## src/rtl/rv32m_pkg.sv

```systemverilog
// Shared RV32M definitions: operand width, divide funct3 encodings and divider FSM states.
package rv32m_pkg;

    localparam int XLEN = 32;

    localparam logic [2:0] M_DIV  = 3'b100;
    localparam logic [2:0] M_DIVU = 3'b101;
    localparam logic [2:0] M_REM  = 3'b110;
    localparam logic [2:0] M_REMU = 3'b111;

    typedef enum logic [1:0] {
        IDLE = 2'd0,
        CALC = 2'd1,
        FIX  = 2'd2,
        DONE = 2'd3
    } div_state_t;

endpackage

```

## src/rtl/div_restore_step.sv

```systemverilog
// One radix-2 restoring division step: shifts the next dividend bit into the
// partial remainder and subtracts the divisor if it fits.
module div_restore_step #(
    parameter int W = 32
) (
    input  logic [W-1:0] rem,
    input  logic         quo_msb,
    input  logic [W-1:0] divisor,
    output logic [W-1:0] next_rem,
    output logic         q_bit
);

    logic [W:0] shifted;
    logic [W:0] trial;

    // The trial subtraction is one bit wider so its sign bit says whether the divisor fit.
    always_comb begin
        shifted  = {rem, quo_msb};
        trial    = shifted - {1'b0, divisor};
        q_bit    = ~trial[W];
        next_rem = q_bit ? trial[W-1:0] : shifted[W-1:0];
    end

endmodule

```

## src/rtl/m_ext_iter_divider.sv

```systemverilog
// Iterative restoring divider for DIV/DIVU/REM/REMU: one quotient bit per cycle,
// with sign fix-up and the RISC-V divide-by-zero / overflow results.
module m_ext_iter_divider
    import rv32m_pkg::*;
#(
    parameter int XLEN_P = XLEN,
    parameter int CNT_W  = $clog2(XLEN_P)
) (
    input  logic              clk,
    input  logic              rst_n,
    input  logic              start,
    input  logic              flush,
    input  logic [2:0]        funct3,
    input  logic [XLEN_P-1:0] dividend,
    input  logic [XLEN_P-1:0] divisor,
    output logic              ready,
    output logic              done,
    output logic [XLEN_P-1:0] result
);

    localparam logic [XLEN_P-1:0] MOST_NEG = {1'b1, {(XLEN_P-1){1'b0}}};
    localparam logic [CNT_W-1:0]  LAST_CNT = CNT_W'(XLEN_P - 1);

    div_state_t        state;
    logic [XLEN_P-1:0] rem_q;
    logic [XLEN_P-1:0] quo_q;
    logic [XLEN_P-1:0] div_q;
    logic [CNT_W-1:0]  cnt;
    logic              is_rem_q;
    logic              neg_q;
    logic              neg_r;
    logic              done_q;
    logic              ready_q;
    logic [XLEN_P-1:0] result_q;

    logic              is_signed;
    logic              is_rem;
    logic              sign_a;
    logic              sign_b;
    logic [XLEN_P-1:0] abs_a;
    logic [XLEN_P-1:0] abs_b;
    logic              div_zero;
    logic              overflow;
    logic [XLEN_P-1:0] special_result;
    logic [XLEN_P-1:0] fix_sel;
    logic              fix_neg;
    logic [XLEN_P-1:0] fix_val;
    logic [XLEN_P-1:0] step_rem;
    logic              step_bit;
    logic              unused_funct3_msb;

    // Every valid divide encoding has funct3[2] set, so only the low two bits steer the op.
    assign unused_funct3_msb = funct3[2];

    // Operand decode in IDLE: magnitudes, sign bookkeeping and the early-exit special cases.
    always_comb begin
        is_signed = ~funct3[0];
        is_rem    = funct3[1];
        sign_a    = is_signed & dividend[XLEN_P-1];
        sign_b    = is_signed & divisor[XLEN_P-1];
        abs_a     = sign_a ? -dividend : dividend;
        abs_b     = sign_b ? -divisor : divisor;
        div_zero  = (divisor == '0);
        overflow  = is_signed & (dividend == MOST_NEG) & (divisor == '1);
        if (div_zero) begin
            special_result = is_rem ? dividend : '1;
        end else begin
            special_result = is_rem ? '0 : dividend;
        end
    end

    // Final selection and sign correction applied in the FIX cycle.
    always_comb begin
        fix_sel = is_rem_q ? rem_q : quo_q;
        fix_neg = is_rem_q ? neg_r : neg_q;
        fix_val = fix_neg ? -fix_sel : fix_sel;
    end

    div_restore_step #(.W(XLEN_P)) u_step (
        .rem      (rem_q),
        .quo_msb  (quo_q[XLEN_P-1]),
        .divisor  (div_q),
        .next_rem (step_rem),
        .q_bit    (step_bit)
    );

    // Control FSM and datapath registers; flush wins over everything except reset.
    always_ff @(posedge clk or negedge rst_n) begin
        if (!rst_n) begin
            state    <= IDLE;
            rem_q    <= '0;
            quo_q    <= '0;
            div_q    <= '0;
            cnt      <= '0;
            is_rem_q <= 1'b0;
            neg_q    <= 1'b0;
            neg_r    <= 1'b0;
            done_q   <= 1'b0;
            ready_q  <= 1'b1;
            result_q <= '0;
        end else if (flush) begin
            state   <= IDLE;
            done_q  <= 1'b0;
            ready_q <= 1'b1;
        end else begin
            case (state)
                IDLE: begin
                    done_q <= 1'b0;
                    if (start) begin
                        ready_q  <= 1'b0;
                        is_rem_q <= is_rem;
                        neg_q    <= (sign_a ^ sign_b) & ~div_zero;
                        neg_r    <= sign_a;
                        rem_q    <= '0;
                        quo_q    <= abs_a;
                        div_q    <= abs_b;
                        cnt      <= '0;
                        if (div_zero || overflow) begin
                            result_q <= special_result;
                            done_q   <= 1'b1;
                            state    <= DONE;
                        end else begin
                            state <= CALC;
                        end
                    end
                end
                CALC: begin
                    rem_q <= step_rem;
                    quo_q <= {quo_q[XLEN_P-2:0], step_bit};
                    cnt   <= cnt + 1'b1;
                    if (cnt == LAST_CNT) begin
                        state <= FIX;
                    end
                end
                FIX: begin
                    result_q <= fix_val;
                    done_q   <= 1'b1;
                    state    <= DONE;
                end
                DONE: begin
                    done_q  <= 1'b0;
                    ready_q <= 1'b1;
                    state   <= IDLE;
                end
                default: begin
                    done_q  <= 1'b0;
                    ready_q <= 1'b1;
                    state   <= IDLE;
                end
            endcase
        end
    end

    // A flush arriving in the DONE cycle must still swallow the pulse.
    assign done   = done_q & ~flush;
    assign ready  = ready_q;
    assign result = result_q;

endmodule

```

## config.mk

```make
export PLATFORM = sky130hd
export DESIGN_NAME = m_ext_iter_divider
export DESIGN_NICKNAME = d
export VERILOG_FILES = /design/src/rtl/rv32m_pkg.sv /design/src/rtl/div_restore_step.sv /design/src/rtl/m_ext_iter_divider.sv
export SDC_FILE = /design/constraint.sdc
export NUM_CORES = 1
export LEC_CHECK = 0
export BUFFER_PORTS_ARGS = -buffer_cell sky130_fd_sc_hd__buf_2
export CORE_MARGIN = 2
export CORE_UTILIZATION = 55
export DETAILED_ROUTE_END_ITERATION = 16
export GPL_TIMING_DRIVEN = 1
export PLACE_DENSITY = 0.87
export SYNTH_ARGS = -nofsm -noshare
export SYNTH_HDL_FRONTEND = slang
export SYNTH_SLANG_ARGS = --single-unit
```

## constraint.sdc

```tcl
create_clock -name clk -period 3.8 [get_ports clk]
set_input_delay 0.19 -clock clk [delete_from_list [all_inputs] [get_ports clk]]
set_output_delay 0.19 -clock clk [all_outputs]
set_load 0.01 [all_outputs]
```

# Word-level counts from Yosys, hierarchy flattened
# Index checks and enable logic that the tools add are counted.
# totals
register_bits	140
in_bits	71
wordCells	79
# classes
n_addsub	5
eq_ne	10
mux	30
n_bitwise	11
reduce_logical	12
# op_table
cell	count
32-bit 2-to-1 mux	12
32-bit one-hot mux with 2 select lines	3
32-bit negation	3
32-bit equality test (second input constant)	2
33-bit by 32-bit subtractor with 33-bit output	1
32-bit logical NOT	1
5-bit one-hot mux with 2 select lines	1
2-bit 2-to-1 mux	4
2-bit one-hot mux with 4 select lines	1
1-bit bitwise AND	6
1-bit 2-to-1 mux	6
3-bit != test (second input constant)	2
3-bit AND reduction	2
5-bit by 1-bit adder with 5-bit output (second input constant)	1
5-bit equality test (second input constant)	1
5-bit 2-to-1 mux	1
2-bit equality test (second input constant)	2
2-bit != test (second input constant)	2
1-bit NOT	4
2-bit AND reduction	2
4-bit AND reduction	1
2-bit nonzero test	2
4-bit nonzero test	1
1-bit one-hot mux with 3 select lines	1
other kinds (6)	6

# Depth between registers and ports, before layout
# logic_depth
word_depth	8
ltp_mapped	15

# Cells and area by module
# From an unflattened synthesis, not the netlist that was laid out.
# unflattened
hier_cells	1293
hier_area_um2	11006.8
# modules_own_cells
mod	n_inst	cells_each	area_per_inst_um2
m_ext_iter_divider	1	984	8689.6
div_restore_step	1	309	2317.2

# Worst setup path after synthesis
# No wires, ideal clock.
# synth_timing
kind	register to register
from	register is_rem_q
to	register result_q[22] (netlist: result[22])
setup_ps	125
t_arrival_ps	3416
slack_ps	259
path_stages_with_launch	16
path_buffers	5
synth_period_minus_slack_ps	3541
cell_sequence	dfrtp_1 > buf_2 > buf_2 > buf_2 > clkbuf_1 > buf_2 > mux2i_1 > ha_1 > nand2_1 > nor4_1 > nand2_1 > o21ai_0 > nand2_1 > xor2_1 > o21ai_0 > mux2_2
# synth_via
elab_chain_cells	4
# synth_lines
item	line	rtl
start, declared	m_ext_iter_divider.sv:29	logic is_rem_q;
start signal, assigned	m_ext_iter_divider.sv:111	is_rem_q <= is_rem;
32-bit 2-to-1 mux	m_ext_iter_divider.sv:74	fix_sel = is_rem_q ? rem_q : quo_q;
32-bit negation	m_ext_iter_divider.sv:76	fix_val = fix_neg ? -fix_sel : fix_sel;
32-bit 2-to-1 mux (*)	m_ext_iter_divider.sv:76	
32-bit one-hot mux with 2 select lines (*)	m_ext_iter_divider.sv:106	case (state)
end signal, assigned	m_ext_iter_divider.sv:119	result_q <= special_result;
end signal, assigned	m_ext_iter_divider.sv:136	result_q <= fix_val;
end, declared	m_ext_iter_divider.sv:34	logic [XLEN_P-1:0] result_q;
# Mark *: on every way between the ends. The rest lies on a longest branch, timed or not.
# A chain may end at the register's enable or synchronous reset.

# Final worst setup path
# layout_timing
from	register quo_q[31]
to	register rem_q[15]
# layout_via
elab_chain_cells	3
# layout_lines
item	line	rtl
start, declared	m_ext_iter_divider.sv:26	logic [XLEN_P-1:0] quo_q;
start signal, assigned	m_ext_iter_divider.sv:115	quo_q <= abs_a;
start signal, assigned	m_ext_iter_divider.sv:129	quo_q <= {quo_q[XLEN_P-2:0], step_bit};
33-bit by 32-bit subtractor with 33-bit output	div_restore_step.sv:19	trial = shifted - {1'b0, divisor};
32-bit 2-to-1 mux	div_restore_step.sv:21	next_rem = q_bit ? trial[W-1:0] : shifted[W-1:0];
32-bit one-hot mux with 2 select lines	m_ext_iter_divider.sv:106	
end signal, assigned	m_ext_iter_divider.sv:128	rem_q <= step_rem;
end, declared	m_ext_iter_divider.sv:25	logic [XLEN_P-1:0] rem_q;
# Every way passes these cells.

==> metrics <==
antenna-violating nets left 0; drt pass-1 iters 6; routed vias/inst 6.16; die area roughly 21000 sq um; hpwl dp between 20000 and 25000 um; largest net degree at the start of global routing 69; post-synth top area cell dfrtp_1; Post-synth top cells 181 x o21ai_0, 172 x nand2_1, 139 x dfrtp_1; fraction of registers with async set/reset between 90% and 100%; H-tree depth 4; CP required just over 4 ns; Worst Tran Pin Value 1.12 ns; Syn-to-layout area delta 13.2%; Final Cycle Share ~93%; CTS tree done; Post-CTS Setup Bufs 0; minimum clock period about 3.5 ns; Setup-failing EPs final 0; maximum vdd drop 0.416 mV; vias in the first global route between 9000 and 10000; wirelength, routed around 30000 um; clk_skew 0.0122 ns; Flop pwr share between 30% and 40%; Max Cap Viol 0; top-count cell post-synth o21ai_0; critical path cell sequence inv_1, ha_1, inv_1, fa_1, a211oi_1, o21a_1, a21oi_1, o2111ai_2, a41oi_1, o221ai_2, xnor2_4, buf_4, mux2i_1, o21ai_0; fin. max-slew vios 0; CP Data Arrival Time roughly 3.8 ns; register bit total from synthesis 140; Worst Setup End Kind register; sequential element share of the synthesized area between 30 and 40%; Net Sw Frac roughly 43%; first-pass GRT wire length slightly below 50000 um; critical path class reg2reg; largest cells by area after synthesis dfrtp_1 33%, o21ai_0 8.5%, nand2_1 6.1%; DR vias just over 10000; GP Congestion between 0.9 and 1; Psw 3.25 mW; RSZ-0062 raised after global routing false; Post-Synthesis Cells about 1300; I/O Buffers 103; Pint around 4.3 mW; Top FF cell, synth dfrtp_1; number of synthesized flops with an enable pin 0; most frequent CP cell inv_1; Mapped Area approximately 11000 sq um; # clock sinks 140; Clk pwr share between 20% and 30%; Worst Path Max Fanout 9; Max clock buf depth 2; Worst Hold Class in2reg; Hold Vio Cnt, Final 0; CP max stage delay around 0.4 ns; Num CTS Buffers 17; Yosys top cell area share roughly a third; Die W ~140 um; syn nets around 1400; Buf/Inv on CP 3; total negative setup slack 0 ns; GRT Total Usage between 20% and 30%; # nets final between 1500 and 2000; 1st-iter DRT viols roughly 1100; Core Box Area between 15000 and 20000 sq um; Avg WL per Cell 17.5 um; Leak ~5.5 nW; result of the run finished clean; hold_ws around 0.032 ns; pwr/cell area 626 nW/um^2; Reg clk slew, reported paths roughly 0.060 ns; Antenna Cells 0; Max Clk Rate 283 MHz; initial antenna violation count 0; I/O Pins roughly 110; critical path's top delay family compound AO/OA/AOI/OAI gates; startpoint class of the critical path register; share of cells above drive strength 1 ~14%; design area ~12000 sq um; grt ovf 0; count of different cell masters after synthesis just over 70; Comb pwr share between 40% and 50%; DP Area between 10000 and 15000 sq um; slew margin rel. around a quarter; latest clock arrival within the worst-skew pair roughly 0.44 ns; Root Driver clkbuf_16; YS warnings 0; DRC violation count after routing 0; Avg Inst Size Synth between 8 and 9 sq um; CP max stage cell fa_1; Cell Rows 50; chip height 143 um; Initial Utilization between 50 and 60%
==> layout make-up <==
| cell class | instances | area, sq um |
|---|---|---|
| clock inverters | 10 | 91.3 |
| multi-input cells | 1066 | 6720 |
| clock buffers | 22 | 484 |
| repair buffers | 132 | 754 |
| inverters | 53 | 199 |
| fillers | 1542 | 6820 |
| flip-flops and latches | 140 | 3510 |
| well taps | 260 | 325 |
==> worst reg2reg max path, stage by stage (launching register included) <==
cell and delay (ns):
dfrtp_1 0.38, inv_1 0.09, ha_1 0.17, inv_1 0.06, fa_1 0.41, a211oi_1 0.27
o21a_1 0.23, a21oi_1 0.19, o2111ai_2 0.28, a41oi_1 0.24, o221ai_2 0.33, xnor2_4 0.17
buf_4 0.25, mux2i_1 0.25, o21ai_0 0.10
==> stage by stage <==
| step | setup slack (ns) | instances | utilization (%) | power [mW] |
|---|---|---|---|---|
| final | 0.267 | 1683 | 63.9 | 7.57 |
| after global placement | 0.310 | 1650 | 60.8 | 5.65 |
| after global routing | 0.0233 | 1683 | 63.9 | 8.07 |
| after CTS | 0.166 | 1683 | 63.9 | 7.49 |
| after floorplan | 0.259 | 1325 | - | 4.87 |
| after detailed placement | 0.247 | 1650 | 60.8 | 5.80 |
==> final timing paths <==
kind	startpoint	end	slack, ns	cells after the start
hold reg to reg	result[1]$_DFFE_PN0P_	result[1]$_DFFE_PN0P_	0.47	1
hold / removal	flush	state[1]$_DFFE_PN0P_	0.03	2
min in group asynchronous	rst_n	quo_q[7]$_DFFE_PN0P_	0.30	2
max in group asynchronous	rst_n	div_q[27]$_DFFE_PN0P_	2.53	3
setup / recovery	quo_q[31]$_DFFE_PN0P_	rem_q[15]$_DFFE_PN0P_	0.27	14
setup reg to reg	quo_q[31]$_DFFE_PN0P_	rem_q[15]$_DFFE_PN0P_	0.27	14
==> placed cells by master (no fill, tap or decap), types with 7 or more instances in the layout <==
cell,Yosys,routed
a31oi_1,7,7
nor2_1,102,101
nand4_1,12,12
mux2i_1,64,64
o31ai_1,12,12
and2_1,7,7
and3_1,8,8
o21ai_0,181,181
nor3_1,28,28
buf_4,2,27
ha_1,42,41
dfrtp_1,139,138
nand3_1,13,13
buf_2,12,102
a211oi_1,7,7
o21a_1,15,15
nor3b_1,13,13
inv_1,53,53
xnor2_1,55,55
or3_1,15,15
nor4_1,8,8
o211ai_1,7,7
clkbuf_16,0,17
nand2_1,172,172
xor2_1,56,56
a21oi_1,123,123
nor2b_1,11,11
a21o_1,22,22
==> registers in the layout, summed over array words and instances (netlist names) <==
name and count:
div_q 32, quo_q 32, rem_q 32, result 32, cnt 5, state 2
done_q 1, is_rem_q 1, neg_q 1, neg_r 1, ready 1
==> power groups by stage <==
stage               clock network [mW]  registers (mW)  logic (mW)
global route                      1.71            2.39        3.97
CTS                               1.64            2.32        3.53
global placement                     0            2.31        3.34
detailed placement                   0            2.34        3.46
finish                            1.63            2.33        3.60
floorplan                            0            2.24        2.62
==> routing by layer <==
layer,wire length (um),GRT usage (%),vias to the layer above,share of wire (%)
met5,0,0,-,0
met4,1660,16.9,0,5.6
met3,1720,4.53,132,5.8
met2,14400,48.9,448,49
met1,11700,36.5,4887,40
li1,-,-,4892,-
==> what timing repair did <==
action,4_1_cts,5_1_grt
endpoints found under the setup margin,0,32
gates resized for setup,0,3
hold buffers,1,0
hold endpoints to repair,63,0
==> cells by family (layout without fill, tap and decap cells) <==
| kind of cell | Yosys count | in the layout | synth area share (%) |
|---|---|---|---|
| AOI/OAI and AO/OA | 423 | 423 | 23.4 |
| xor gates and xnor gates | 112 | 112 | 9.27 |
| adders and majority gates | 43 | 43 | 5.12 |
| buffers and inverters | 119 | 217 | 4.47 |
| DFF | 140 | 140 | 32.9 |
| muxes | 70 | 70 | 6.64 |
| and+or+nand+nor | 418 | 418 | 18.2 |
Power figures use the tool's default switching activity.
